<file path="src/rtl/uart_pkg.sv">
`timescale 1ns/1ps
`default_nettype none
// ============================================================================
// Module  : uart_pkg
// Purpose : Shared UART definitions: FSM state encoding and serial line
//           levels, used by the transmitter and available to the receiver.
// Ports   : none (package)
// Revision: 1.0 - initial release
// ============================================================================
package uart_pkg;

  // Frame sequencing states; width fixed at 3 bits so both directions of
  // the UART share one encoding.
  typedef enum logic [2:0] {
    ST_IDLE    = 3'd0,
    ST_START   = 3'd1,
    ST_DATA    = 3'd2,
    ST_STOP    = 3'd3,
    ST_CLEANUP = 3'd4
  } uart_state_e;

  // Serial line levels
  localparam logic c_LINE_IDLE  = 1'b1;
  localparam logic c_LINE_START = 1'b0;
  localparam logic c_LINE_STOP  = 1'b1;

endpackage : uart_pkg
`default_nettype wire

</file>
<file path="src/rtl/uart_bit_timer.sv">
`timescale 1ns/1ps
`default_nettype none
// ============================================================================
// Module  : uart_bit_timer
// Purpose : Bit-period counter. Counts enabled cycles and pulses o_bit_end on
//           the last cycle of every CLKS_PER_BIT-cycle period.
// Ports   : i_Clock   - clock, rising edge
//           i_Reset   - synchronous active-high reset
//           i_clear   - synchronous clear (restarts the period)
//           i_enable  - count enable
//           o_bit_end - high on the final cycle of a bit period
// Revision: 1.0 - initial release
// ============================================================================
module uart_bit_timer #(
  parameter int CLKS_PER_BIT = 87
) (
  input  logic i_Clock,
  input  logic i_Reset,
  input  logic i_clear,
  input  logic i_enable,
  output logic o_bit_end
);

  localparam int               CNT_W  = $clog2(CLKS_PER_BIT) + 1;
  localparam logic [CNT_W-1:0] c_LAST = CNT_W'(CLKS_PER_BIT - 1);

  logic [CNT_W-1:0] r_count;

  // Combinational so the owning FSM can change state on the same edge that
  // ends the period; with CLKS_PER_BIT=1 this is high every enabled cycle.
  assign o_bit_end = i_enable && (r_count == c_LAST);

  always_ff @(posedge i_Clock) begin
    if (i_Reset || i_clear) begin
      r_count <= '0;
    end else if (i_enable) begin
      // Wrap at period end so consecutive data bits need no external clear.
      r_count <= o_bit_end ? '0 : r_count + CNT_W'(1);
    end
  end

endmodule : uart_bit_timer
`default_nettype wire

</file>
<file path="src/rtl/uart_tx.sv">
`timescale 1ns/1ps
`default_nettype none
// ============================================================================
// Module  : uart_tx
// Purpose : UART transmitter. 1 start bit, DATA_BITS data bits LSB first,
//           1 stop bit, no parity; each bit held CLKS_PER_BIT clocks.
// Ports   : i_Clock     - clock, rising edge
//           i_Reset     - synchronous active-high reset
//           i_Tx_DV     - one-cycle request strobe (honoured in IDLE only)
//           i_Tx_Data   - payload, captured when the request is accepted
//           o_Tx_Active - high from the start bit through the stop bit
//           o_Tx_Serial - serial line, idles high
//           o_Tx_Done   - one-cycle pulse after the stop bit completes
// Revision: 1.0 - initial release
// ============================================================================
module uart_tx
  import uart_pkg::*;
#(
  parameter int CLKS_PER_BIT = 87,
  parameter int DATA_BITS    = 8
) (
  input  logic                 i_Clock,
  input  logic                 i_Reset,
  input  logic                 i_Tx_DV,
  input  logic [DATA_BITS-1:0] i_Tx_Data,
  output logic                 o_Tx_Active,
  output logic                 o_Tx_Serial,
  output logic                 o_Tx_Done
);

  localparam int IDX_W = $clog2(DATA_BITS) + 1;

  uart_state_e          r_state;
  uart_state_e          w_state_next;
  logic [IDX_W-1:0]     r_idx;
  logic [IDX_W-1:0]     w_idx_next;
  logic [DATA_BITS-1:0] r_data;
  logic [DATA_BITS-1:0] w_data_next;
  logic                 r_active;
  logic                 w_active_next;
  logic                 r_done;
  logic                 w_done_next;
  logic                 r_serial;
  logic                 w_serial_next;
  logic                 w_data_bit;
  logic                 w_bit_end;
  logic                 w_timer_en;
  logic                 w_state_change;

  // Bit timing: counts only while a frame bit is on the line and restarts
  // on every state transition.
  assign w_timer_en     = (r_state == ST_START) || (r_state == ST_DATA) ||
                          (r_state == ST_STOP);
  assign w_state_change = (w_state_next != r_state);

  uart_bit_timer #(
    .CLKS_PER_BIT (CLKS_PER_BIT)
  ) u_bit_timer (
    .i_Clock   (i_Clock),
    .i_Reset   (i_Reset),
    .i_clear   (w_state_change),
    .i_enable  (w_timer_en),
    .o_bit_end (w_bit_end)
  );

  // State register and all registered outputs
  always_ff @(posedge i_Clock) begin
    if (i_Reset) begin
      r_state  <= ST_IDLE;
      r_idx    <= '0;
      r_data   <= '0;
      r_active <= 1'b0;
      r_done   <= 1'b0;
      r_serial <= c_LINE_IDLE;
    end else begin
      r_state  <= w_state_next;
      r_idx    <= w_idx_next;
      r_data   <= w_data_next;
      r_active <= w_active_next;
      r_done   <= w_done_next;
      r_serial <= w_serial_next;
    end
  end

  // Next-state and next-output logic
  always_comb begin
    w_state_next  = r_state;
    w_idx_next    = r_idx;
    w_data_next   = r_data;
    w_active_next = r_active;
    w_done_next   = 1'b0;

    case (r_state)
      ST_IDLE: begin
        w_active_next = 1'b0;
        if (i_Tx_DV) begin
          w_data_next   = i_Tx_Data;
          w_active_next = 1'b1;
          w_idx_next    = '0;
          w_state_next  = ST_START;
        end
      end
      ST_START: begin
        if (w_bit_end) begin
          w_idx_next   = '0;
          w_state_next = ST_DATA;
        end
      end
      ST_DATA: begin
        if (w_bit_end) begin
          if (r_idx == IDX_W'(DATA_BITS - 1)) begin
            w_idx_next   = '0;
            w_state_next = ST_STOP;
          end else begin
            w_idx_next = r_idx + IDX_W'(1);
          end
        end
      end
      ST_STOP: begin
        // Done is registered here, so its single-cycle pulse coincides with
        // the CLEANUP cycle and is gone by the following IDLE cycle.
        if (w_bit_end) begin
          w_done_next   = 1'b1;
          w_active_next = 1'b0;
          w_state_next  = ST_CLEANUP;
        end
      end
      ST_CLEANUP: begin
        w_state_next = ST_IDLE;
      end
      default: begin
        w_state_next  = ST_IDLE;
        w_active_next = 1'b0;
      end
    endcase
  end

  // Payload bit that will be on the line next cycle (selected by next index)
  always_comb begin
    w_data_bit = 1'b0;
    for (int i = 0; i < DATA_BITS; i++) begin
      if (w_idx_next == IDX_W'(i)) begin
        w_data_bit = w_data_next[i];
      end
    end
  end

  // Serial level is decoded from the next state and registered, giving a
  // glitch-free line that changes one cycle after acceptance.
  always_comb begin
    w_serial_next = c_LINE_IDLE;
    case (w_state_next)
      ST_START: w_serial_next = c_LINE_START;
      ST_DATA:  w_serial_next = w_data_bit;
      ST_STOP:  w_serial_next = c_LINE_STOP;
      default:  w_serial_next = c_LINE_IDLE;
    endcase
  end

  assign o_Tx_Active = r_active;
  assign o_Tx_Serial = r_serial;
  assign o_Tx_Done   = r_done;

endmodule : uart_tx
`default_nettype wire

</file>
<file path="config.mk">
export PLATFORM = sky130hd
export DESIGN_NAME = uart_tx
export DESIGN_NICKNAME = d
export VERILOG_FILES = /design/src/rtl/uart_pkg.sv /design/src/rtl/uart_bit_timer.sv /design/src/rtl/uart_tx.sv
export SDC_FILE = /design/constraint.sdc
export NUM_CORES = 1
export LEC_CHECK = 0
export ABC_AREA = 1
export CAP_MARGIN = 20
export CORE_MARGIN = 3
export CORE_UTILIZATION = 50
export DETAILED_ROUTE_END_ITERATION = 8
export DONT_BUFFER_PORTS = 1
export PLACE_DENSITY = 0.68
export SLEW_MARGIN = 10
export SYNTH_ARGS = -nofsm -noshare
export SYNTH_HDL_FRONTEND = slang
export SYNTH_HIERARCHICAL = 1
export SYNTH_SLANG_ARGS = --single-unit
</file>
<file path="constraint.sdc">
create_clock -name i_Clock -period 2.4 [get_ports i_Clock]
set_clock_uncertainty 0.2 [all_clocks]
set_input_delay 0.12 -clock i_Clock [delete_from_list [all_inputs] [get_ports i_Clock]]
set_output_delay 0.12 -clock i_Clock [all_outputs]
set_load 0.02 [all_outputs]
</file>
==> results of run 1 <==
cell type report:
cell class,instances,share of cell area
clock buffer,3,0.0124
multi-input combinational,163,0.499
timing repair buffer,20,0.0963
inverter,39,0.0818
sequential,26,0.289
tap,31,0.0213
power breakdown:
| group | switching [mW] | internal (mW) |
|---|---|---|
| logic | 0.0876 | 0.0609 |
| clock network | 0.120 | 0.0586 |
| registers | 0.00959 | 0.447 |
final timing paths:
kind,startpoint,endpoint,slack [ps],cells past startpoint
min reg2reg,r_data[6],r_data[6],280,2
max,u_bit_timer/r_count[0],u_bit_timer/r_count[0],160,16
max reg2reg,u_bit_timer/r_count[0],u_bit_timer/r_count[0],160,16
min,r_data[6],r_data[6],280,2
state kept, by name, indices dropped and copies added (netlist names):
register             flops
o_Tx_Serial              1
r_idx                    4
o_Tx_Active              1
u_bit_timer/r_count      8
o_Tx_Done                1
r_data                   8
r_state                  3
metrics by stage:
step / setup TNS, ps / hold WS, ps / cells
6_report: 0 / 283 / 282
5_1_grt: -178 / 319 / 282
4_1_cts: 0 / 286 / 280
3_5_place_dp: 0 / -5.25 / 266
3_3_place_gp: 0 / -6.40 / 266
2_1_floorplan: 0 / 85.7 / 231
repair_timing:
action / in CTS / in global routing
setup endpoints to repair: 0 / 11
gates resized for setup: 0 / 15
hold endpoints to repair: 26 / 0
hold buffers: 11 / 0
buffers inserted: 0 / 3
kinds of logic (layout without fill, tap and decap cells):
family | Yosys count | after routing | synth area share
fa+ha+maj | 3 | 3 | 0.0241
buf+inv | 42 | 62 | 0.105
xor+xnor | 2 | 2 | 0.0113
compound gates | 23 | 23 | 0.0885
simple gates | 135 | 135 | 0.436
flops | 26 | 26 | 0.335
worst max-delay path, cell delays in order, from the launching register on:
cell	delay, ps
dfxtp_2	340
inv_2	60
ha_2	170
nand2_1	50
inv_1	70
nand2_2	70
nor2_4	200
inv_2	80
nor2_4	130
nand2_1	100
nand3_2	100
o21ai_1	90
o21ai_1	110
nor2_2	90
buf_4	180
nand3_1	60
o21ai_1	60
cell usage in the layout, fill, tap and decap left out, types with 2 or more instances in the layout:
cell type,Yosys,layout
o21a_1,3,3
nor3_1,8,7
ha_1,3,2
nand2_4,3,3
o21ai_1,2,4
xor2_1,2,2
nand3_2,3,4
or2_1,2,2
dlygate4sd3_1,0,10
nor2_4,4,7
nand2_1,54,52
nor2_2,4,3
a21oi_1,8,8
inv_1,32,30
dfxtp_1,26,24
nand2_2,11,13
clkbuf_4,0,3
nor3_2,1,2
o21ai_0,4,2
nand3_1,17,16
buf_4,1,10
a31oi_1,2,2
nor2_1,25,23
inv_2,5,7
layer usage:
metal	global-route usage	vias up	share of wire
met1	0.256	588	0.53
met4	0.0455	0	0.0076
met5	0	-	0
li1	-	764	-
met2	0.277	15	0.44
met3	0.0310	2	0.022
synthesized netlist by cell type, drive strengths merged:
cell type	n
or2	2
o21ai	7
clkinv	1
o21a	4
nor2	33
o211ai	1
ha	3
nor3	9
inv	38
clkbuf	2
o31ai	1
nand3	21
nand2	68
a31oi	2
xor2	2
nand4	1
a21oi	8
dfxtp	26
nand3b	1
buf	1
==> impl_metrics.toml, run 1 <==
[status]
status = "finished, final reports clean"

[clocking]
clock_latency_ps = 310
cts_inserted_buffers = 3
cts_tree = "yes"
root_buffer = "clkbuf_4"
cts_buffer_depth = 2
path_clk_slew_ps = 130
cts.sinks = 26
htreeDepth = 1

[timing]
finalSetupViolCount = 0
period_needed_ps = 2240
drv_slew = 0
timing.final.crit_share = 0.933
relSlewSlack = 0.529
tightest_slew_ps = 705
hold_violations = 0
fmax_mhz = 447
finalWorstSetupSlack_ps = 161

[placed_design]
place_area_um2 = 1640
dp_hpwl_um = 2330
port_buffers = 0
dp_slack_ps = 22.3
routabilityCongestion = 0.853

[drt]
antenna_left = 0
route.vias.total = 1369
dr.pass1.iters = 4
via_per_inst = 4.85
totalWireLength_um = 3150
wl_per_cell_um = 11.2
drc = 0
drtIter0Drc = 64

[critical_path]
crit_path_start_kind = "flop"
worst-setup-path-type = "reg2reg"
crit_fanout = 6
required_ps = 2410
arrival_ps = 2250
cp-end-kind = "flop"

[global_route]
first_global_vias = 1200
grt_max_degree = 20
overflow = 0
grt_use_total = 0.178
antenna_found_initial = 0
grt_pass1_wl_um = 5130

[floorplan]
dieHeight_um = 61.8
dieArea_um2 = 3820
pin_count = 14
die_w_um = 61.8
start_util = 0.545
core_area_um2 = 2850
fp-row-count = 19

[logic_synthesis]
synth.cell_area_um2 = 1560
synth-seq-area-share = 0.335
synth.distinct_cells = 32
synth.top_cell.area_share = 0.335
synth.area.top_cells = "dfxtp_1, nand2_1, inv_1, nor2_1, nand3_1"
synth-warning-count = 6
synth_top_area_cell = "dfxtp_1"
ys_seq_elements = 26
syn_nets = 245
synthCells = 231
syn_area_per_cell_um2 = 6.73

[finish]
final_util = 0.638
nets = 267
register_area_um2 = 526
drive_above_1_share = 0.235
syn2layout_area_growth_pct = 17.0
multi_input_area_um2 = 908
final_cell_area_um2 = 1820
antennaDiodeCount = 0
num-fill-cells = 262

[power]
ir_worst_vdd_mv = 0.285
p_leak_nw = 0.855
power_density_nw_per_um2 = 431
p_total_mw = 0.784

[run]
cap_viol_max_count = 0

[worst_hold_path]
hold_class = "reg2reg"
No activity file was read; power rests on OpenSTA's default activity.
==> run 2: changes to the inputs <==
--- a/config.mk
+++ b/config.mk
@@ -11,7 +11,6 @@
 export CORE_UTILIZATION = 50
 export DETAILED_ROUTE_END_ITERATION = 8
 export DONT_BUFFER_PORTS = 1
-export PLACE_DENSITY = 0.68
 export SLEW_MARGIN = 10
 export SYNTH_ARGS = -nofsm -noshare
 export SYNTH_HDL_FRONTEND = slang
==> constraint.sdc (replaced) <==
create_clock -name i_Clock -period 2.74 [get_ports i_Clock]
set_clock_uncertainty 0.2 [all_clocks]
set_input_delay 0.137 -clock i_Clock [delete_from_list [all_inputs] [get_ports i_Clock]]
set_output_delay 0.137 -clock i_Clock [all_outputs]
set_load 0.02 [all_outputs]
==> impl_metrics.toml, run 2 (synthesized netlist as in run 1, its figures left out) <==
[status]
status = "finished, final reports clean"

[critical_path]
r2r_setup_slack_ps = 280
slowest_delay_ps = 410
worst-setup-path-type = "reg2reg"
reg2regPathDepth = 16
crit_path_start_kind = "flop"
crit_fanout = 6
crit_buf_inv = 3
cp_cell_sequence = "nor2_4 -> nor2_1 -> nand2_2 -> inv_1 -> nand2_2 -> nor2_4 -> inv_1 -> nor2_2 -> nand2_1 -> nand3_1 -> o21ai_0 -> nor2_2 -> inv_2 -> nor2_2 -> nand2_1 -> nor2_2"
cp_slowest_cell = "dfxtp_1"
cp_common_cell = "nor2_2"
worstSetupStartpoint = "r_state[0]"
rr_startpoint = "r_state[0]"
cp-end-kind = "flop"
arrival_ps = 2530
r2r_end = "u_bit_timer/r_count[5]"
required_ps = 2810
critPathTopFamily = "simple AND/OR/NAND/NOR gates"

[timing]
fmax_mhz = 406
relSlewSlack = 0.503
tightest_slew_ps = 744
finalWorstSetupSlack_ps = 280
period_needed_ps = 2460
hold_violations = 0
timing.final.crit_share = 0.898
setup_tns_ps = 0
rsz0062_at_grt = "no"
finalSetupViolCount = 0
drv_slew = 0

[finish]
num-fill-cells = 274
final_cell_mix = "nand2_1, inv_1, dfxtp_1, nor2_1, nand3_1"
final_common_cell = "nand2_1"
syn2layout_area_growth_pct = 12.4
reg_top3 = "r_data: 8 flops, u_bit_timer/r_count: 8 flops, r_idx: 4 flops"
antennaDiodeCount = 0
register_area_um2 = 520
nets = 261
multi_input_area_um2 = 873
drive_above_1_share = 0.179

[floorplan]
fp-row-count = 19
die_w_um = 61.8
dieArea_um2 = 3820
start_util = 0.545
core_area_um2 = 2850
dieHeight_um = 61.8
pin_count = 14

[drt]
totalWireLength_um = 3170
wl_per_cell_um = 11.4
antenna_left = 0
dr.pass1.iters = 4
via_per_inst = 5.13
drtIter0Drc = 79
drc = 0
route.vias.total = 1420

[power]
power_density_nw_per_um2 = 406
p_leak_nw = 0.824
ir_worst_vdd_mv = 0.229

[placed_design]
routabilityCongestion = 0.916
dp_slack_ps = 247
port_buffers = 0
dp_hpwl_um = 2420

[global_route]
overflow = 0
antenna_found_initial = 0
first_global_vias = 1266
grt_pass1_wl_um = 5370
grt_max_degree = 20
grt_use_total = 0.188

[clocking]
cts_inserted_buffers = 3
cts_buffer_depth = 2
root_buffer = "clkbuf_4"
path_clk_slew_ps = 130
htreeDepth = 1
clock_latency_ps = 310
cts_tree = "yes"
cts.sinks = 26

[worst_hold_path]
whs_endpoint = "o_Tx_Serial"
hp-start = "i_Tx_Data[6]"
holdPathStages = 8
hold_class = "in2reg"

[run]
cap_viol_max_count = 0
==> run 2: routing by layer <==
metal | share of wire | wire length [um] | global-route usage
met1 | 0.53 | 1680 | 0.266
met4 | 0.013 | 42 | 0.0667
met2 | 0.43 | 1360 | 0.287
met3 | 0.029 | 91 | 0.0331
met5 | 0 | 0 | 0
==> run 2: timing repair <==
action	CTS	global route
resized for setup	0	1
buffers inserted	0	0
setup endpoints to repair	0	6
hold endpoints to repair	26	0
hold buffers	10	0
==> run 2: power breakdown <==
part           internal, mW  switching (mW)  total (mW)
clock                0.0811           0.107       0.188
sequential            0.392         0.00959       0.402
combinational        0.0484          0.0716       0.120
total                 0.522           0.188       0.710
==> run 2: how the worst max path moves through the flow <==
| stage | slack (ps) | cells after the start | to |
|---|---|---|---|
| after global routing | 20 | 16 | u_bit_timer/r_count[6] |
| after detailed placement | 250 | 16 | u_bit_timer/r_count[5] |
| after floorplan | 220 | 16 | u_bit_timer/r_count[5] |
| after CTS | 200 | 16 | u_bit_timer/r_count[5] |
| after global placement | 360 | 16 | u_bit_timer/r_count[5] |
| final | 280 | 16 | u_bit_timer/r_count[5] |
==> run 2: layout make-up <==
cell class / count / share of cell area
clock buffer: 4 / 0.0208
tap: 31 / 0.0222
timing repair buffer: 14 / 0.0744
multi-input combinational: 163 / 0.500
inverter: 39 / 0.0852
sequential: 26 / 0.298
==> run 2: worst register-to-register path, stage by stage, from the launching register on <==
cell,delay [ps]
dfxtp_1,410
nor2_4,70
nor2_1,170
nand2_2,90
inv_1,70
nand2_2,60
nor2_4,210
inv_1,100
nor2_2,170
nand2_1,90
nand3_1,100
o21ai_0,100
nor2_2,230
inv_2,50
nor2_2,140
nand2_1,80
nor2_2,70
==> run 2: through the flow <==
step	std cells	utilization	cell area (um2)	power (mW)	hold slack (ps)
3_5_place_dp	263	0.564	1610	0.512	12.4
4_1_cts	277	0.612	1750	0.719	132
2_1_floorplan	231	-	1560	0.497	103
3_3_place_gp	263	0.564	1610	0.510	9.53
5_1_grt	277	0.613	1750	0.757	196
6_report	277	0.613	1750	0.710	134
